--- config.mk ---
export PLATFORM = sky130hd
export DESIGN_NAME = prefix_sequencer
export DESIGN_NICKNAME = d
export VERILOG_FILES = /design/src/rtl/agc_pkg.sv /design/src/rtl/oc_adder.sv /design/src/rtl/register.sv /design/src/rtl/prefix_sequencer.sv
export SDC_FILE = /design/constraint.sdc
export NUM_CORES = 1
export LEC_CHECK = 0
export ABC_AREA = 1
export CAP_MARGIN = 20
export CELL_PAD_IN_SITES_DETAIL_PLACEMENT = 1
export CELL_PAD_IN_SITES_GLOBAL_PLACEMENT = 2
export CORE_AREA = 2 2 123 148
export DETAILED_ROUTE_END_ITERATION = 10
export DIE_AREA = 0 0 125 150
export HOLD_SLACK_MARGIN = 0.15
export PLACE_DENSITY_LB_ADDON = 0.1
export SETUP_SLACK_MARGIN = 0.05
export SLEW_MARGIN = 20
export SYNTH_ARGS = -nofsm -noshare
export SYNTH_HDL_FRONTEND = slang
export SYNTH_HIERARCHICAL = 1
export SYNTH_SLANG_ARGS = --single-unit
--- constraint.sdc ---
create_clock -name clock -period 11.58 [get_ports clock]
set_clock_uncertainty 0.1 [all_clocks]
set_input_delay 2.316 -clock clock [delete_from_list [all_inputs] [get_ports clock]]
set_output_delay 2.316 -clock clock [all_outputs]
set_load 0.01 [all_outputs]
--- src/rtl/agc_pkg.sv ---
// rtl/agc_pkg.sv - shared opcodes, prefix state encoding and ones'-complement add
package agc_pkg;

    localparam int AGC_W = 15;

    localparam logic [AGC_W-1:0] OP_EXTEND = 15'o6;
    localparam logic [AGC_W-1:0] OP_INHINT = 15'o4;
    localparam logic [AGC_W-1:0] OP_RELINT = 15'o3;
    localparam logic [2:0]       OPC_INDEX = 3'd5;

    typedef enum logic [1:0] {
        PFX_BASE     = 2'd0,
        PFX_PEND     = 2'd1,
        PFX_IDX_WAIT = 2'd2
    } pfx_state_t;

    // End-around carry; the folded carry can never overflow again, and -0 is kept.
    function automatic logic [AGC_W-1:0] oc_add(input logic [AGC_W-1:0] a,
                                                input logic [AGC_W-1:0] b);
        logic [AGC_W:0] raw;
        raw = {1'b0, a} + {1'b0, b};
        return raw[AGC_W-1:0] + {{(AGC_W-1){1'b0}}, raw[AGC_W]};
    endfunction

endpackage

--- src/rtl/oc_adder.sv ---
// rtl/oc_adder.sv - combinational ones'-complement adder of parametrised width
module oc_adder
    import agc_pkg::*;
#(
    parameter int WORD_W = 15
) (
    input  logic [WORD_W-1:0] a,
    input  logic [WORD_W-1:0] b,
    output logic [WORD_W-1:0] sum
);

    if (WORD_W == AGC_W) begin : g_native
        assign sum = oc_add(a, b);
    end else begin : g_generic
        logic [WORD_W:0] raw;
        assign raw = {1'b0, a} + {1'b0, b};
        assign sum = raw[WORD_W-1:0] + {{(WORD_W-1){1'b0}}, raw[WORD_W]};
    end

endmodule

--- src/rtl/register.sv ---
// rtl/register.sv - enable-loaded register cleared to zero by asynchronous reset
module register #(
    parameter int W = 1
) (
    input  logic         clock,
    input  logic         rst_l,
    input  logic         en,
    input  logic [W-1:0] d,
    output logic [W-1:0] q
);

    always_ff @(posedge clock or negedge rst_l) begin
        if (!rst_l) begin
            q <= '0;
        end else if (en) begin
            q <= d;
        end
    end

endmodule

--- src/rtl/prefix_sequencer.sv ---
// rtl/prefix_sequencer.sv - absorbs EXTEND/INDEX/INHINT/RELINT prefixes and gates interrupts
module prefix_sequencer
    import agc_pkg::*;
#(
    parameter int WORD_W    = 15,
    parameter int K_W       = 12,
    parameter int MAX_CHAIN = 2
) (
    input  logic              clock,
    input  logic              rst_l,
    input  logic              flush,
    input  logic              in_valid,
    input  logic [WORD_W-1:0] in_instr,
    input  logic [K_W-1:0]    in_pc,
    output logic              in_ready,
    output logic              idx_req,
    output logic [9:0]        idx_addr,
    input  logic              idx_valid,
    input  logic [WORD_W-1:0] idx_data,
    output logic              out_valid,
    input  logic              out_ready,
    output logic [WORD_W-1:0] out_instr,
    output logic [K_W-1:0]    out_pc,
    output logic              out_extracode,
    output logic              out_first,
    output logic              int_ok,
    output logic              chain_fault
);

    localparam int CNT_W = $clog2(MAX_CHAIN + 1);
    localparam int OUT_W = WORD_W + K_W + 1;

    pfx_state_t        state_q, state_d;
    logic              ext_q, ext_d;
    logic [WORD_W-1:0] idx_sum_q, idx_sum_d;
    logic [CNT_W-1:0]  idx_cnt_q, idx_cnt_d;
    logic              inhint_q, inhint_d;
    logic              idx_req_q, idx_req_d;
    logic [9:0]        idx_addr_q, idx_addr_d;
    logic              chain_fault_q, chain_fault_d;
    logic              first_q, first_d;
    logic              out_valid_q, out_valid_d;

    logic [WORD_W-1:0] m;
    logic [WORD_W-1:0] acc_sum;
    logic [OUT_W-1:0]  out_word;
    logic              accept, is_extend, is_int_ctl, is_index, load;

    oc_adder #(.WORD_W(WORD_W)) u_mod_add (
        .a   (in_instr),
        .b   (idx_sum_q),
        .sum (m)
    );

    oc_adder #(.WORD_W(WORD_W)) u_acc_add (
        .a   (idx_sum_q),
        .b   (idx_data),
        .sum (acc_sum)
    );

    assign in_ready   = (state_q != PFX_IDX_WAIT) && (!out_valid_q || out_ready);
    assign accept     = in_valid && in_ready && !flush;
    assign is_extend  = (m == WORD_W'(OP_EXTEND));
    assign is_int_ctl = !ext_q && ((m == WORD_W'(OP_INHINT)) || (m == WORD_W'(OP_RELINT)));
    assign is_index   = (m[WORD_W-1 -: 3] == OPC_INDEX) && (ext_q || (m[K_W-1 -: 2] == 2'b00));
    assign load       = accept && !is_extend && !is_int_ctl && !is_index;

    always_comb begin
        state_d       = state_q;
        ext_d         = ext_q;
        idx_sum_d     = idx_sum_q;
        idx_cnt_d     = idx_cnt_q;
        inhint_d      = inhint_q;
        idx_req_d     = idx_req_q;
        idx_addr_d    = idx_addr_q;
        chain_fault_d = chain_fault_q;
        first_d       = first_q;
        out_valid_d   = out_valid_q;

        if (out_valid_q && out_ready) begin
            first_d = 1'b0;
        end
        if (out_ready) begin
            out_valid_d = 1'b0;
        end
        if (load) begin
            out_valid_d = 1'b1;
        end

        if (flush) begin
            state_d     = PFX_BASE;
            ext_d       = 1'b0;
            idx_sum_d   = '0;
            idx_cnt_d   = '0;
            idx_req_d   = 1'b0;
            out_valid_d = 1'b0;
        end else if (state_q == PFX_IDX_WAIT) begin
            if (idx_valid) begin
                idx_sum_d = acc_sum;
                idx_cnt_d = idx_cnt_q + CNT_W'(1);
                idx_req_d = 1'b0;
                state_d   = PFX_PEND;
            end
        end else if (accept) begin
            if (is_extend) begin
                ext_d     = 1'b1;
                idx_sum_d = '0;
                idx_cnt_d = '0;
            end else if (is_int_ctl) begin
                inhint_d = (m == WORD_W'(OP_INHINT));
            end else if (is_index) begin
                // A chain already at its limit is abandoned rather than fetched.
                if (idx_cnt_q == CNT_W'(MAX_CHAIN)) begin
                    chain_fault_d = 1'b1;
                    ext_d         = 1'b0;
                    idx_sum_d     = '0;
                    idx_cnt_d     = '0;
                end else begin
                    idx_req_d  = 1'b1;
                    idx_addr_d = m[9:0];
                end
            end else begin
                ext_d     = 1'b0;
                idx_sum_d = '0;
                idx_cnt_d = '0;
            end

            if (idx_req_d) begin
                state_d = PFX_IDX_WAIT;
            end else begin
                state_d = (ext_d || (idx_cnt_d != '0)) ? PFX_PEND : PFX_BASE;
            end
        end
    end

    always_ff @(posedge clock or negedge rst_l) begin
        if (!rst_l) begin
            state_q       <= PFX_BASE;
            ext_q         <= 1'b0;
            idx_sum_q     <= '0;
            idx_cnt_q     <= '0;
            inhint_q      <= 1'b1;
            idx_req_q     <= 1'b0;
            idx_addr_q    <= '0;
            chain_fault_q <= 1'b0;
            first_q       <= 1'b1;
            out_valid_q   <= 1'b0;
        end else begin
            state_q       <= state_d;
            ext_q         <= ext_d;
            idx_sum_q     <= idx_sum_d;
            idx_cnt_q     <= idx_cnt_d;
            inhint_q      <= inhint_d;
            idx_req_q     <= idx_req_d;
            idx_addr_q    <= idx_addr_d;
            chain_fault_q <= chain_fault_d;
            first_q       <= first_d;
            out_valid_q   <= out_valid_d;
        end
    end

    register #(.W(OUT_W)) u_out_reg (
        .clock (clock),
        .rst_l (rst_l),
        .en    (load),
        .d     ({ext_q, in_pc, m}),
        .q     (out_word)
    );

    assign {out_extracode, out_pc, out_instr} = out_word;

    assign out_valid   = out_valid_q;
    assign out_first   = first_q;
    assign idx_req     = idx_req_q;
    assign idx_addr    = idx_addr_q;
    assign chain_fault = chain_fault_q;
    assign int_ok      = (state_q == PFX_BASE) && !inhint_q && !out_valid_q;

endmodule

# Word level (Yosys, flattened, before mapping)
# Index checks and enable logic that the tools add are counted.
op_classes:
  addsub: 5
  eq_ne: 11
  n_mux: 49
  bitwise_logic: 5
  n_reduce_logical: 34
op_table:
  columns: ["cell", "count"]
  rows:
  - ["2-to-1 mux 15 bit", 8]
  - ["adder 15 x 15 -> 16 bit", 2]
  - ["2-to-1 mux 2 bit", 16]
  - ["adder 15 x 1 -> 15 bit", 2]
  - ["== test 15 x 3 -> 1 bit (second input constant)", 2]
  - ["2-to-1 mux 1 bit", 25]
  - ["== test 15 x 2 -> 1 bit (second input constant)", 1]
  - ["AND reduction 7 bit", 2]
  - ["logical AND 1 bit", 11]
  - ["zero test 1 bit", 7]
  - ["nonzero test 3 bit", 2]
  - ["!= test 5 x 3 -> 1 bit (second input constant)", 1]
  - ["NOT 1 bit", 5]
  - ["AND reduction 5 bit", 1]
  - ["== test 2 bit (second input constant)", 2]
  - ["zero test 2 bit", 2]
  - ["logical OR 1 bit", 4]
  - ["!= test 2 bit (second input constant)", 2]
  - ["!= test 4 x 3 -> 1 bit (second input constant)", 1]
  - ["AND reduction 2 bit", 2]
  - ["AND reduction 4 bit", 1]
  - ["nonzero test 2 bit", 2]
  - ["== test 3 bit (second input constant)", 1]
  - ["!= test 3 bit (second input constant)", 1]
  - ["adder 2 x 1 -> 2 bit (second input constant)", 1]
word_totals:
  regBits: 63
  out_inout_bits: 44

# Longest topological paths before layout
depth:
  depth_word: 18
  mapped_depth: 35

# By module
# The synthesis kept the hierarchy.
by_module_without_submodules:
  columns: ["module", "n_inst", "cells_per_inst", "area_each_um2"]
  rows:
  - ["prefix_sequencer", 1, 206, 1996.9]
  - ["oc_adder at u_acc_add", 1, 247, 1283.7]
  - ["oc_adder at u_mod_add", 1, 244, 1252.5]
  - ["register", 1, 118, 1076.0]

# Least setup slack after synthesis
# No wires, ideal clock.
synth_path:
  kind: "input to register"
  startpoint: "input in_instr[6]"
  endpoint: "register u_out_reg.q[9]"
  setup_time_ns: 0.117
  arrival_time_ns: 5.521
  required_ns: 11.363
  path_slack_ns: 5.843
  path_stages: 33
  path_cell_list: "ha_1 -> nand2_1 -> nor2_1 -> and2_1 -> nand2_1 -> nand2_1 -> a21oi_1 -> o21bai_1 -> ha_1 -> ha_1 -> inv_1 -> nor2_1 -> nand3_1 -> nor2_2 -> nand2_1 -> nor2_4 -> nand3_1 -> nand2_1 -> inv_1 -> inv_1 -> nand2_1 -> nor2_2 -> nand2_2 -> nor2_4 -> nand2_1 -> nand2_1 -> nor2_1 -> nand3_1 -> inv_1 -> buf_6 -> buf_6 -> nand2_1 -> nand2_1"
synth_via:
  elab_chain_cells: 8
synth_rtl:
  columns: ["element", "line", "source"]
  rows:
  - ["start, declared", "prefix_sequencer.sv:13", "input logic [WORD_W-1:0] in_instr,"]
  - ["adder 15 x 15 -> 16 bit (*)", "agc_pkg.sv:21", "raw = {1'b0, a} + {1'b0, b};"]
  - ["adder 15 x 1 -> 15 bit (*)", "agc_pkg.sv:22", "return raw[AGC_W-1:0] + {{(AGC_W-1){1'b0}}, raw[AGC_W]};"]
  - ["via m[14]", "prefix_sequencer.sv:44", "logic [WORD_W-1:0] m;"]
  - ["== test 15 x 3 -> 1 bit / == test 15 x 2 -> 1 bit (equally long branches)", "prefix_sequencer.sv:64", "assign is_int_ctl = !ext_q && ((m == WORD_W'(OP_INHINT)) || (m == WORD_W'(OP_RELINT)));"]
  - ["logical OR 1 bit", "prefix_sequencer.sv:64", null]
  - ["logical AND 1 bit", "prefix_sequencer.sv:64", null]
  - ["zero test 1 bit", "prefix_sequencer.sv:66", "assign load = accept && !is_extend && !is_int_ctl && !is_index;"]
  - ["logical AND 1 bit", "prefix_sequencer.sv:66", null]
  - ["logical AND 1 bit (*)", "prefix_sequencer.sv:66", null]
  - ["via load", "prefix_sequencer.sv:47", "logic accept, is_extend, is_int_ctl, is_index, load;"]
  - ["end signal, assigned", "register.sv:14", "q <= '0;"]
  - ["end signal, assigned", "register.sv:16", "q <= d;"]
  - ["end, declared", "register.sv:9", "output logic [W-1:0] q"]
# The timed path passes the listed nets; every way through them passes the cells marked *.
# A chain may end at the register's enable or synchronous reset.

# Final worst setup path
layout_path:
  startpoint: "input in_instr[6]"
  endpoint: "register u_out_reg.q[18]"
# The elaborated chain is that of the path after synthesis.

==> metrics.txt <==
vias in the first global route 5585; CP required 11700 ps; max_cap viols 0; DR vias 5352; sequential fraction of the synthesis area around 28%; first-pass GRT wire length roughly 27 mm; Setup Crit Path Kind in2reg; Final HPWL DP about 14 mm; slowest CP cell inv_1; Mapped Nets 901; fin crit period 7379 ps; Die H roughly 150 um; # rows 53; area grow syn2layout 25.47%; final WL 16.72 mm; Pins Over Slew Limit 0; DR vias/cell 4.720; Post-synth EDFFs 0; CTS tree done; final setup fails 0; gpl congestion 0.8130; synthesized instance count 815; Die ar. 18750 um2; Sw Pwr ~220 uW; hold wc startpoint u_out_reg/q[3]; share of cells above drive strength 1 a little over an eighth; Unique masters post-synth 41; Fillers 2214; total gr overflow 0; TritonCTS buffer count 9; Power Density 105.5 nW/um2; P_int slightly above 500 uW; sequential fraction of design power 34.5%; Wirelength per Cell ~15 um; slew margin rel. 37.83%; clock network power share 41.1%; Post-Syn Area 5609 um2; Nets 995; Sequential Area 1554 um2; clock sink count 62; residual DRC count 0; Max Clock Freq approximately 0.14 GHz; Starting DRT DRC Count 125; initial antenna violation count 0; Hold Crit Class reg2reg; prevailing post-synth register cell dfrtp_1; Post-CTS Setup Inserts 0; io pins 92; Ant. Diodes 0; yosys warns 6; outcome finished clean; Crit path arrival time 7500 ps; Crit path top cell by count nand2_1; CTS root buf clkbuf_16; Worst setup SP type input port; Worst Setup SP in_instr[6]; P_leak 3.722 nW; Post-Layout Inst Area 7038 um2; CTS Hold Bufs 0; fraction of registers with async set/reset 100.0%; Max H-tree Level 3; clock tree buffer depth 2; cts repair resizes 0; Setup Total Neg Slack 0 ps; Fin. Hold Viols 0; Core Footprint 17370 um2; Tcrit/Tclk final 63.73%; Avg Inst Size Synth 6.882 um2; starting density of the core 32.28%; worst r2r path cells 30; Final ANT Viol Nets 0; Final Util 40.51%; total track usage 18.04%; #FFs+latches synth 62; maximum VDD drop between 0.00007 and 0.00008 V; hold depth 2; sw frac 30.06%; # port buffers between 90 and 100; clock insertion delay at the later pin of the skew report 340 ps; largest net degree at the start of global routing 63; worst r2r src idx_sum_q[10]; Worst-Margin Slew 931.5 ps; Multi-input gate area 3368 um2; Clk pin slew, worst setup/hold paths 60 ps; RSZ-0062 raised after global routing no; die width 125 um; crit path capture type flip-flop; CP Max Fanout 29; Comb power frac 24.4%; DR pass1 iterations 4; peak per-stage delay on the critical path 690 ps; placed instance area 6680 um2
## per-stage QoR
| stage | hold WS [ps] | power (mW) | setup slack [ps] | instances |
|---|---|---|---|---|
| 3_3_place_gp | 353.2 | 0.4360 | 4028 | 1117 |
| 3_5_place_dp | 367.9 | 0.4426 | 3807 | 1117 |
| 2_1_floorplan | 381.3 | 0.3505 | 5843 | 815 |
| 4_1_cts | 380.9 | 0.7521 | 4145 | 1133 |
| 6_report | 374.1 | 0.7428 | 4201 | 1134 |
| 5_1_grt | 402.1 | 0.7808 | 3559 | 1134 |
## cell usage in the layout (no fill, tap or decap), drive strengths merged
master / instances
nand4: 11
buf: 3
o21ai: 25
ha: 36
nand3b: 2
nor3b: 1
nor2: 50
nand2: 332
a21oi: 21
a31oi: 1
o21bai: 2
a21boi: 1
fa: 2
bufinv: 3
xor2: 18
clkbuf: 9
o22ai: 3
clkdlybuf4s50: 90
nand3: 76
xnor2: 4
a21o: 1
clkinv: 1
clkinvlp: 1
dfrtp: 60
inv: 150
nor3: 5
and2: 2
nor4: 2
dfstp: 2
## power groups by stage
stage               Combinational [mW]  Clock (mW)  Sequential (mW)
global placement                 0.177           0            0.259
floorplan                       0.0809           0            0.270
CTS                              0.183       0.313            0.256
detailed placement               0.183           0            0.260
finish                           0.181       0.306            0.256
global route                     0.200       0.322            0.259
## synthesized netlist by cell type (11+ instances only)
cell	n	share of area, %
inv_1	139	9.3
nand2_2	23	2.6
a21oi_1	19	1.7
xor2_1	18	2.8
nand3_2	16	2.9
nand2_1	302	20
dfrtp_1	60	27
nor2_1	36	2.4
o21ai_2	22	3.4
ha_1	36	8.0
nand3_1	58	5.2
nand4_1	11	1.2
## registers in the layout, indices dropped and copies added (netlist names)
register	cells
out_first	1
state_q	2
u_out_reg/q	28
idx_addr	10
idx_sum_q	15
out_valid	1
inhint_q	1
idx_cnt_q	2
ext_q	1
chain_fault	1
## worst paths after layout
path	to	slack, ps
setup / recovery	u_out_reg/q[18]	4200
hold / removal	u_out_reg/q[3]	370
setup reg to reg	u_out_reg/q[18]	6160
max in group asynchronous	idx_sum_q[7]	8760
min in group asynchronous	u_out_reg/q[11]	2050
hold reg to reg	u_out_reg/q[3]	370
## cell families after synthesis
kind of cell / after synthesis / share of synthesized area (%)
and+or+nand+nor: 481 / 40.53
buffers and inverters: 158 / 12.25
DFF: 62 / 27.70
AOI/OAI and AO/OA: 54 / 7.339
adders and majority gates: 38 / 8.744
xor gates and xnor gates: 22 / 3.435
## layout make-up
type	count	share of cell area [%]
Inverter	148	8.089
Sequential cell	62	22.08
Multi-Input combinational cell	595	47.86
Clock inverter	7	1.493
Timing Repair Buffer	93	13.37
Tap cell	220	3.911
Clock buffer	9	3.200
## routing by layer
| layer | vias up | GRT usage, % | wire length, um |
|---|---|---|---|
| met5 | - | 0 | 0 |
| met4 | 0 | 3.778 | 166 |
| met3 | 12 | 2.288 | 369 |
| met2 | 77 | 37.31 | 9546 |
| met1 | 2555 | 19.28 | 6635 |
| li1 | 2708 | - | - |
## critical path: cells and delay by family
| family | cells | cell delay (ps) |
|---|---|---|
| XOR/XNOR | 1 | 210 |
| buffers and inverters | 5 | 1700 |
| AO/OA/AOI/OAI | 2 | 250 |
| adder cells (fa/ha/maj) | 3 | 780 |
| AND/OR/NAND/NOR | 20 | 2210 |
Note: power is estimated with default switching activity, not from simulation.
